<file path="config.mk">
export PLATFORM = sky130hd
export DESIGN_NAME = uart_word_tx
export DESIGN_NICKNAME = d
export VERILOG_FILES = /design/src/rtl/uart_pkg.sv /design/src/rtl/uart_tx_byte.sv /design/src/rtl/uart_word_tx.sv
export SDC_FILE = /design/constraint.sdc
export NUM_CORES = 1
export LEC_CHECK = 0
export ABC_AREA = 1
export CORE_ASPECT_RATIO = 1.4
export CORE_MARGIN = 2
export CORE_UTILIZATION = 35
export DETAILED_ROUTE_END_ITERATION = 12
export GPL_ROUTABILITY_DRIVEN = 0
export PLACE_DENSITY = 0.56
export SKIP_LAST_GASP = 1
export SYNTH_ARGS = -nofsm -noshare
export SYNTH_HDL_FRONTEND = slang
export SYNTH_HIERARCHICAL = 1
export SYNTH_SLANG_ARGS = --single-unit
</file>
<file path="constraint.sdc">
create_clock -name clk -period 2.2 [get_ports clk]
set_input_delay 0.22 -clock clk [delete_from_list [all_inputs] [get_ports clk]]
set_output_delay 0.22 -clock clk [all_outputs]
set_load 0.02 [all_outputs]
</file>
<file path="src/rtl/uart_pkg.sv">
// Shared types and constants for the UART word transmitter.
// Optional feature macro: UART_TX_PARITY_EN (adds an even-parity bit per byte).
package uart_pkg;

  localparam int UART_DATA_BITS = 8;

`ifdef UART_TX_PARITY_EN
  localparam int UART_FRAME_BITS = 11;
`else
  localparam int UART_FRAME_BITS = 10;
`endif

  // Word-level sequencing: high byte, then low byte, then a one-cycle completion.
  typedef enum logic [1:0] {
    IDLE,
    SEND_HI,
    SEND_LO,
    DONE
  } word_state_t;

  // Byte-level framing.
`ifdef UART_TX_PARITY_EN
  typedef enum logic [2:0] {
    B_IDLE,
    B_START,
    B_DATA,
    B_PARITY,
    B_STOP
  } byte_state_t;
`else
  typedef enum logic [2:0] {
    B_IDLE,
    B_START,
    B_DATA,
    B_STOP
  } byte_state_t;
`endif

endpackage

</file>
<file path="src/rtl/uart_tx_byte.sv">
// Serialises one byte as a UART frame: start, 8 data bits LSB first,
// optional even parity (UART_TX_PARITY_EN), stop. A start strobe seen during
// the last stop-bit cycle chains the next frame with no idle gap.
module uart_tx_byte
  import uart_pkg::*;
#(
  parameter int CLKS_PER_BIT = 8
) (
  input  logic       clk,
  input  logic       rst_n,
  input  logic [7:0] byte_data,
  input  logic       byte_start,
  output logic       uart_tx,
  output logic       byte_done
);

  localparam int BAUD_W = $clog2(CLKS_PER_BIT);
  localparam int IDX_W  = $clog2(UART_FRAME_BITS);
  localparam logic [BAUD_W-1:0] BAUD_LAST     = BAUD_W'(CLKS_PER_BIT - 1);
  localparam logic [IDX_W-1:0]  IDX_LAST_DATA = IDX_W'(UART_DATA_BITS);

  byte_state_t       state_q;
  byte_state_t       state_d;
  logic [BAUD_W-1:0] baud_cnt;
  logic [IDX_W-1:0]  bit_idx;
  logic [7:0]        shift_q;
  logic [7:0]        shift_d;
  logic              tx_d;
  logic              bit_end;
  logic              load;
`ifdef UART_TX_PARITY_EN
  logic              parity_q;
`endif

  assign bit_end   = (baud_cnt == BAUD_LAST);
  assign byte_done = (state_q == B_STOP) && bit_end;
  // A new byte is taken when idle or exactly at the end of the current stop bit.
  assign load      = byte_start && ((state_q == B_IDLE) || byte_done);

  // Byte FSM state register.
  always_ff @(posedge clk) begin
    if (!rst_n) state_q <= B_IDLE;
    else        state_q <= state_d;
  end

  // Byte FSM next-state: each bit lasts CLKS_PER_BIT cycles.
  always_comb begin
    state_d = state_q;
    case (state_q)
      B_IDLE:   if (load) state_d = B_START;
      B_START:  if (bit_end) state_d = B_DATA;
      B_DATA: begin
        if (bit_end && (bit_idx == IDX_LAST_DATA)) begin
`ifdef UART_TX_PARITY_EN
          state_d = B_PARITY;
`else
          state_d = B_STOP;
`endif
        end
      end
`ifdef UART_TX_PARITY_EN
      B_PARITY: if (bit_end) state_d = B_STOP;
`endif
      B_STOP:   if (bit_end) state_d = load ? B_START : B_IDLE;
      default:  state_d = B_IDLE;
    endcase
  end

  // Output decode: next shift contents and the line level for the coming cycle.
  always_comb begin
    shift_d = shift_q;
    tx_d    = 1'b1;
    if (load) shift_d = byte_data;
    else if ((state_q == B_DATA) && bit_end) shift_d = {1'b0, shift_q[7:1]};
    case (state_d)
      B_START:  tx_d = 1'b0;
      B_DATA:   tx_d = shift_d[0];
`ifdef UART_TX_PARITY_EN
      B_PARITY: tx_d = parity_q;
`endif
      default:  tx_d = 1'b1;
    endcase
  end

  // Baud counter, bit index, shift register and the registered line driver.
  always_ff @(posedge clk) begin
    if (!rst_n) begin
      baud_cnt <= '0;
      bit_idx  <= '0;
      shift_q  <= '0;
      uart_tx  <= 1'b1;
`ifdef UART_TX_PARITY_EN
      parity_q <= 1'b0;
`endif
    end else begin
      shift_q <= shift_d;
      uart_tx <= tx_d;
`ifdef UART_TX_PARITY_EN
      if (load) parity_q <= ^byte_data;
`endif
      if ((state_q == B_IDLE) || (state_d == B_IDLE) || bit_end) baud_cnt <= '0;
      else baud_cnt <= baud_cnt + 1'b1;
      if (load || (state_d == B_IDLE)) bit_idx <= '0;
      else if (bit_end) bit_idx <= bit_idx + 1'b1;
    end
  end

endmodule

</file>
<file path="src/rtl/uart_word_tx.sv">
// 16-bit word UART transmitter: two back-to-back frames, high byte first,
// plus a wrapping count of completed words. Frame format depends on
// UART_TX_PARITY_EN (defined: 8E1, undefined: 8N1).
//
// Handshake: a word is accepted on a rising edge with tx_valid && tx_ready.
// tx_ready is high only while idle; tx_valid at other times is ignored, not
// queued. tx_data is captured on acceptance and may change afterwards.
module uart_word_tx
  import uart_pkg::*;
#(
  parameter int CLKS_PER_BIT = 8,
  parameter int WORD_W       = 16
) (
  input  logic              clk,
  input  logic              rst_n,
  input  logic [WORD_W-1:0] tx_data,
  input  logic              tx_valid,
  output logic              tx_ready,
  output logic              uart_tx,
  output logic              tx_busy,
  output logic              tx_done,
  output logic [15:0]       word_count
);

  if (WORD_W != 2 * UART_DATA_BITS) begin : g_bad_word_w
    $error("uart_word_tx: WORD_W must be 16");
  end
  if (CLKS_PER_BIT < 2) begin : g_bad_clks
    $error("uart_word_tx: CLKS_PER_BIT must be at least 2");
  end

  word_state_t state_q;
  word_state_t state_d;
  logic [7:0]  word_lo_q;
  logic [7:0]  byte_data;
  logic        accept;
  logic        byte_start;
  logic        byte_done;
  logic        ready_d;
  logic        done_d;

  assign accept     = tx_valid && (state_q == IDLE);
  // The high byte launches straight from the input so its start bit begins at
  // the acceptance edge; the low byte chains off the high byte's last cycle.
  assign byte_start = accept || ((state_q == SEND_HI) && byte_done);
  assign byte_data  = accept ? tx_data[15:8] : word_lo_q;

  uart_tx_byte #(
    .CLKS_PER_BIT(CLKS_PER_BIT)
  ) u_byte (
    .clk       (clk),
    .rst_n     (rst_n),
    .byte_data (byte_data),
    .byte_start(byte_start),
    .uart_tx   (uart_tx),
    .byte_done (byte_done)
  );

  // Word FSM state register.
  always_ff @(posedge clk) begin
    if (!rst_n) state_q <= IDLE;
    else        state_q <= state_d;
  end

  // Word FSM next-state.
  always_comb begin
    state_d = state_q;
    case (state_q)
      IDLE:    if (accept) state_d = SEND_HI;
      SEND_HI: if (byte_done) state_d = SEND_LO;
      SEND_LO: if (byte_done) state_d = DONE;
      DONE:    state_d = IDLE;
      default: state_d = IDLE;
    endcase
  end

  // Output decode from the next state so the status flops track the FSM.
  always_comb begin
    ready_d = (state_d == IDLE);
    done_d  = (state_d == DONE);
  end

  // Registered status outputs, low-byte latch and completed-word counter.
  always_ff @(posedge clk) begin
    if (!rst_n) begin
      tx_ready   <= 1'b1;
      tx_busy    <= 1'b0;
      tx_done    <= 1'b0;
      word_count <= '0;
      word_lo_q  <= '0;
    end else begin
      tx_ready <= ready_d;
      tx_busy  <= ~ready_d;
      tx_done  <= done_d;
      if (done_d) word_count <= word_count + 16'd1;
      if (accept) word_lo_q <= tx_data[7:0];
    end
  end

endmodule

</file>
==> summary.txt <==
Crit. End Element - flop
CP top delay family - simple AND/OR/NAND/NOR gates
Worst Tran Pin Value - 0.645 ns
Sw Pwr - 0.389 mW
DR DRC count - 0
die footprint - 7320 µm²
CTS root buf - clkbuf_8
via count - 2069
clock power share - 37.0%
clock net sink count - 48
skew final - 0.00444 ns
Synth Instances - 324
FF/Latch Area - 961 µm²
status - completed
Max Clock Freq - 506 MHz
CP Class - reg2reg
setup bufs post-CTS - 0
worst skew pair latency - 0.30 ns
P_leak - 1.22 nW
RSZ-0062 raised after global routing - false
per-cell routed wire length - 11.6 µm
r2r endpoint - u_byte/baud_cnt[0]
yosys warns - 6
Setup WS pre-CTS - 0.205 ns
Tcrit/Tclk final - 89.9%
Detail Placement HPWL - 3840 µm
worst hold endpoint - u_byte/baud_cnt[0]
initial antenna violation count - 0
multi-input logic area - 1160 µm²
CP max stage delay - 0.33 ns
Comb pwr share - 9.6%
mapped cell area - 2320 µm²
wire length on met3 - 195 µm
Max FO, Critical Path - 3
max_cap viols - 0
CTS tree - built
Startpoint Class - flop
final non-filler cell total - 439
reg2reg path depth - 16
worst r2r src - u_byte/baud_cnt[0]
Internal Power - 1.31 mW
core area - 6530 µm²
# rows - 35
DR iter-0 viols - 82
Total Routing Usage GR - 15.4%
number of global-route vias before repair - 1989
ANT cells - 0
largest net degree at the start of global routing - 21
PwrDens - 590 nW/µm²
die height - 100 µm
Total Nets Final - 388
CP required - 2.40 ns
Area Overhead vs Synth - 23.6%
Overflow after GRT - 0
Sw Share - 23.0%
Starting Density - 35.6%
Max IR drop VDD - 0.000288 V
share of cells above drive strength 1 - 11.5%
H-tree depth - 2
sequential area share after synthesis - 41.3%
Die Wd - 72.9 µm
DR vias/cell - 4.71
overall routed net length - 5080 µm
Buf/Inv on CP - 3
met2 WL - 2620 µm
drt first pass iters - 4
FF-to-FF setup slack - 0.22 ns
Mapped Nets - 348
Placed Instances - 431
Unique masters post-synth - 30
CP Data Arrival Time - 2.18 ns
most used cell, CP - nand2_2
final worst setup slack - 0.222 ns
final hold violations - 0
worst-path cell chain - ha_1 > ha_1 > nand2_2 > inv_2 > nand2_2 > inv_2 > nand3_1 > nand2_2 > inv_1 > nand2_1 > nand3_1 > nand3_2 > nand2_2 > nand2_4 > nand2_2 > nor2_2
hold buffers post-CTS - 0
beginning of the worst hold path - u_byte/baud_cnt[0]
CTS Buf Count - 5
final setup fails - 0
post-synthesis area per instance - 7.18 µm²
io pins - 39
FILL cells - 691
Slowest cell on crit path - dfxtp_1
first-pass GRT wire length - 8890 µm
clock-pin slew on the worst setup and hold paths - 0.08 ns
Seq pwr share - 53.5%
Bufs on Longest Clock Path - 2
Max Slew Vio Count - 0
Tmin final - 1.98 ns
highest metal used - met4
count of input and output buffers - 38
HP Class - reg2reg
ANT nets after route - 0
Sum Neg Setup Slack - 0 ns
synthesized flop and latch total - 48
Slew headroom - 57.0%
WHS Path Cells - 1
Metal-1 WL - 2230 µm
## flip-flops by register name (all words and copies together), names as in the netlist
register / flops
word_count: 16
u_byte/shift_q: 8
word_lo_q: 8
u_byte/bit_idx: 4
u_byte/baud_cnt: 3
u_byte/state_q: 3
state_q: 2
tx_busy: 1
tx_done: 1
tx_ready: 1
u_byte/uart_tx: 1
## Yosys cell counts
library cell,count,area (µm²)
ha_1,5,62.6
nand3_2,1,10.0
buf_4,1,7.51
nor3_1,9,45.0
xnor2_1,1,8.76
buf_6,3,33.8
clkinv_1,1,3.75
o21a_1,2,15.0
nand3_4,2,35.0
dfxtp_1,48,961
o21bai_1,1,7.51
conb_1,1,3.75
nand4_1,5,31.3
nor2_1,36,135
nand2_2,7,43.8
nand2_4,3,33.8
inv_1,36,135
o211a_1,4,40.0
nor2_2,8,50.1
xor2_1,2,17.5
clkbuf_1,2,7.51
nand2_1,92,345
o21ai_0,5,25.0
o21ai_1,1,5.00
a211oi_1,1,7.51
inv_2,5,18.8
buf_2,1,5.00
a21oi_1,21,105
nor2_4,4,45.0
nand3_1,16,80.1
## placed cells by master, fill, tap and decap left out
cell type	instances
o211a_1	4
clkbuf_1	1
nand2_2	8
nand2_1	91
nor2_1	36
nor2_2	8
a211oi_1	1
clkdlybuf4s50_1	38
nand2_4	3
nand3_2	2
clkinv_2	1
o21ai_1	1
bufinv_16	1
nand3_4	2
clkbuf_8	5
clkinv_1	1
buf_4	2
o21ai_0	5
xor2_1	2
nand4_1	5
a21oi_1	21
inv_2	6
dfxtp_1	48
nand3_1	15
ha_1	5
o21a_1	2
xnor2_1	1
nor3_1	9
inv_1	35
nor2_4	4
conb_1	1
o21bai_1	1
## power groups by stage
stage	clock [mW]	sequential, mW	combinational (mW)
final	0.627	0.906	0.162
after detailed placement	0	0.927	0.162
after global routing	0.685	0.909	0.183
after CTS	0.653	0.906	0.164
after floorplan	0	0.930	0.0969
after global placement	0	0.926	0.161
## worst register-to-register path: stages, from the launching register on
cell and delay (ns):
dfxtp_1 0.33, ha_1 0.20, ha_1 0.21, nand2_2 0.10, inv_2 0.05, nand2_2 0.08, inv_2 0.06, nand3_1 0.10
nand2_2 0.10, inv_1 0.10, nand2_1 0.06, nand3_1 0.11, nand3_2 0.09, nand2_2 0.09, nand2_4 0.07, nand2_2 0.11
nor2_2 0.04
## stage by stage
| step | total power, mW | hold WS [ns] | util (%) | area, µm² |
|---|---|---|---|---|
| final | 1.69 | 0.438 | 44.0 | 2870 |
| after global routing | 1.78 | 0.447 | 44.0 | 2870 |
| after CTS | 1.72 | 0.441 | 43.9 | 2870 |
| after detailed placement | 1.09 | 0.428 | 42.3 | 2760 |
| after global placement | 1.09 | 0.420 | 42.3 | 2760 |
| after floorplan | 1.03 | 0.349 | - | 2320 |
## per-layer routing
layer / global-route usage (%) / vias to the layer above
met2: 27.2 / 37
met1: 18.2 / 933
met5: 0 / -
li1: - / 1097
met4: 4.70 / 0
met3: 3.61 / 2
## how the worst max path moves through the flow
stage	slack, ns	depth (start not counted)	from	end
5_1_grt	0.03	16	u_byte/baud_cnt[0]	u_byte/baud_cnt[1]
6_report	0.22	16	u_byte/baud_cnt[0]	u_byte/baud_cnt[0]
2_1_floorplan	0.27	17	u_byte/baud_cnt[0]	u_byte/baud_cnt[0]
4_1_cts	0.09	16	u_byte/baud_cnt[0]	u_byte/baud_cnt[1]
3_3_place_gp	0.27	16	u_byte/baud_cnt[0]	u_byte/baud_cnt[0]
3_5_place_dp	0.20	16	u_byte/baud_cnt[0]	u_byte/baud_cnt[1]
## final cells by class
class	instances	share of cell area (%)
tap	74	3.22
sequential	48	33.4
clock buffer	6	2.53
timing repair buffer	40	13.8
multi-input combinational	227	40.4
clock inverter	2	1.22
inverter	42	5.49
## timing repair
item                                    CTS  global route
gates resized for setup                   0             3
endpoints found under the setup margin    0             8
hold endpoints to repair                  0             0
## kinds of logic after synthesis
| logic type | count (synthesis) | synth area share, % |
|---|---|---|
| other cells | 1 | 0.161 |
| flops | 48 | 41.3 |
| xor+xnor | 3 | 1.13 |
| compound gates | 35 | 8.83 |
| fa+ha+maj | 5 | 2.69 |
| buf+inv | 49 | 9.10 |
| simple gates | 183 | 36.8 |
No activity file was read; power rests on OpenSTA's default activity.
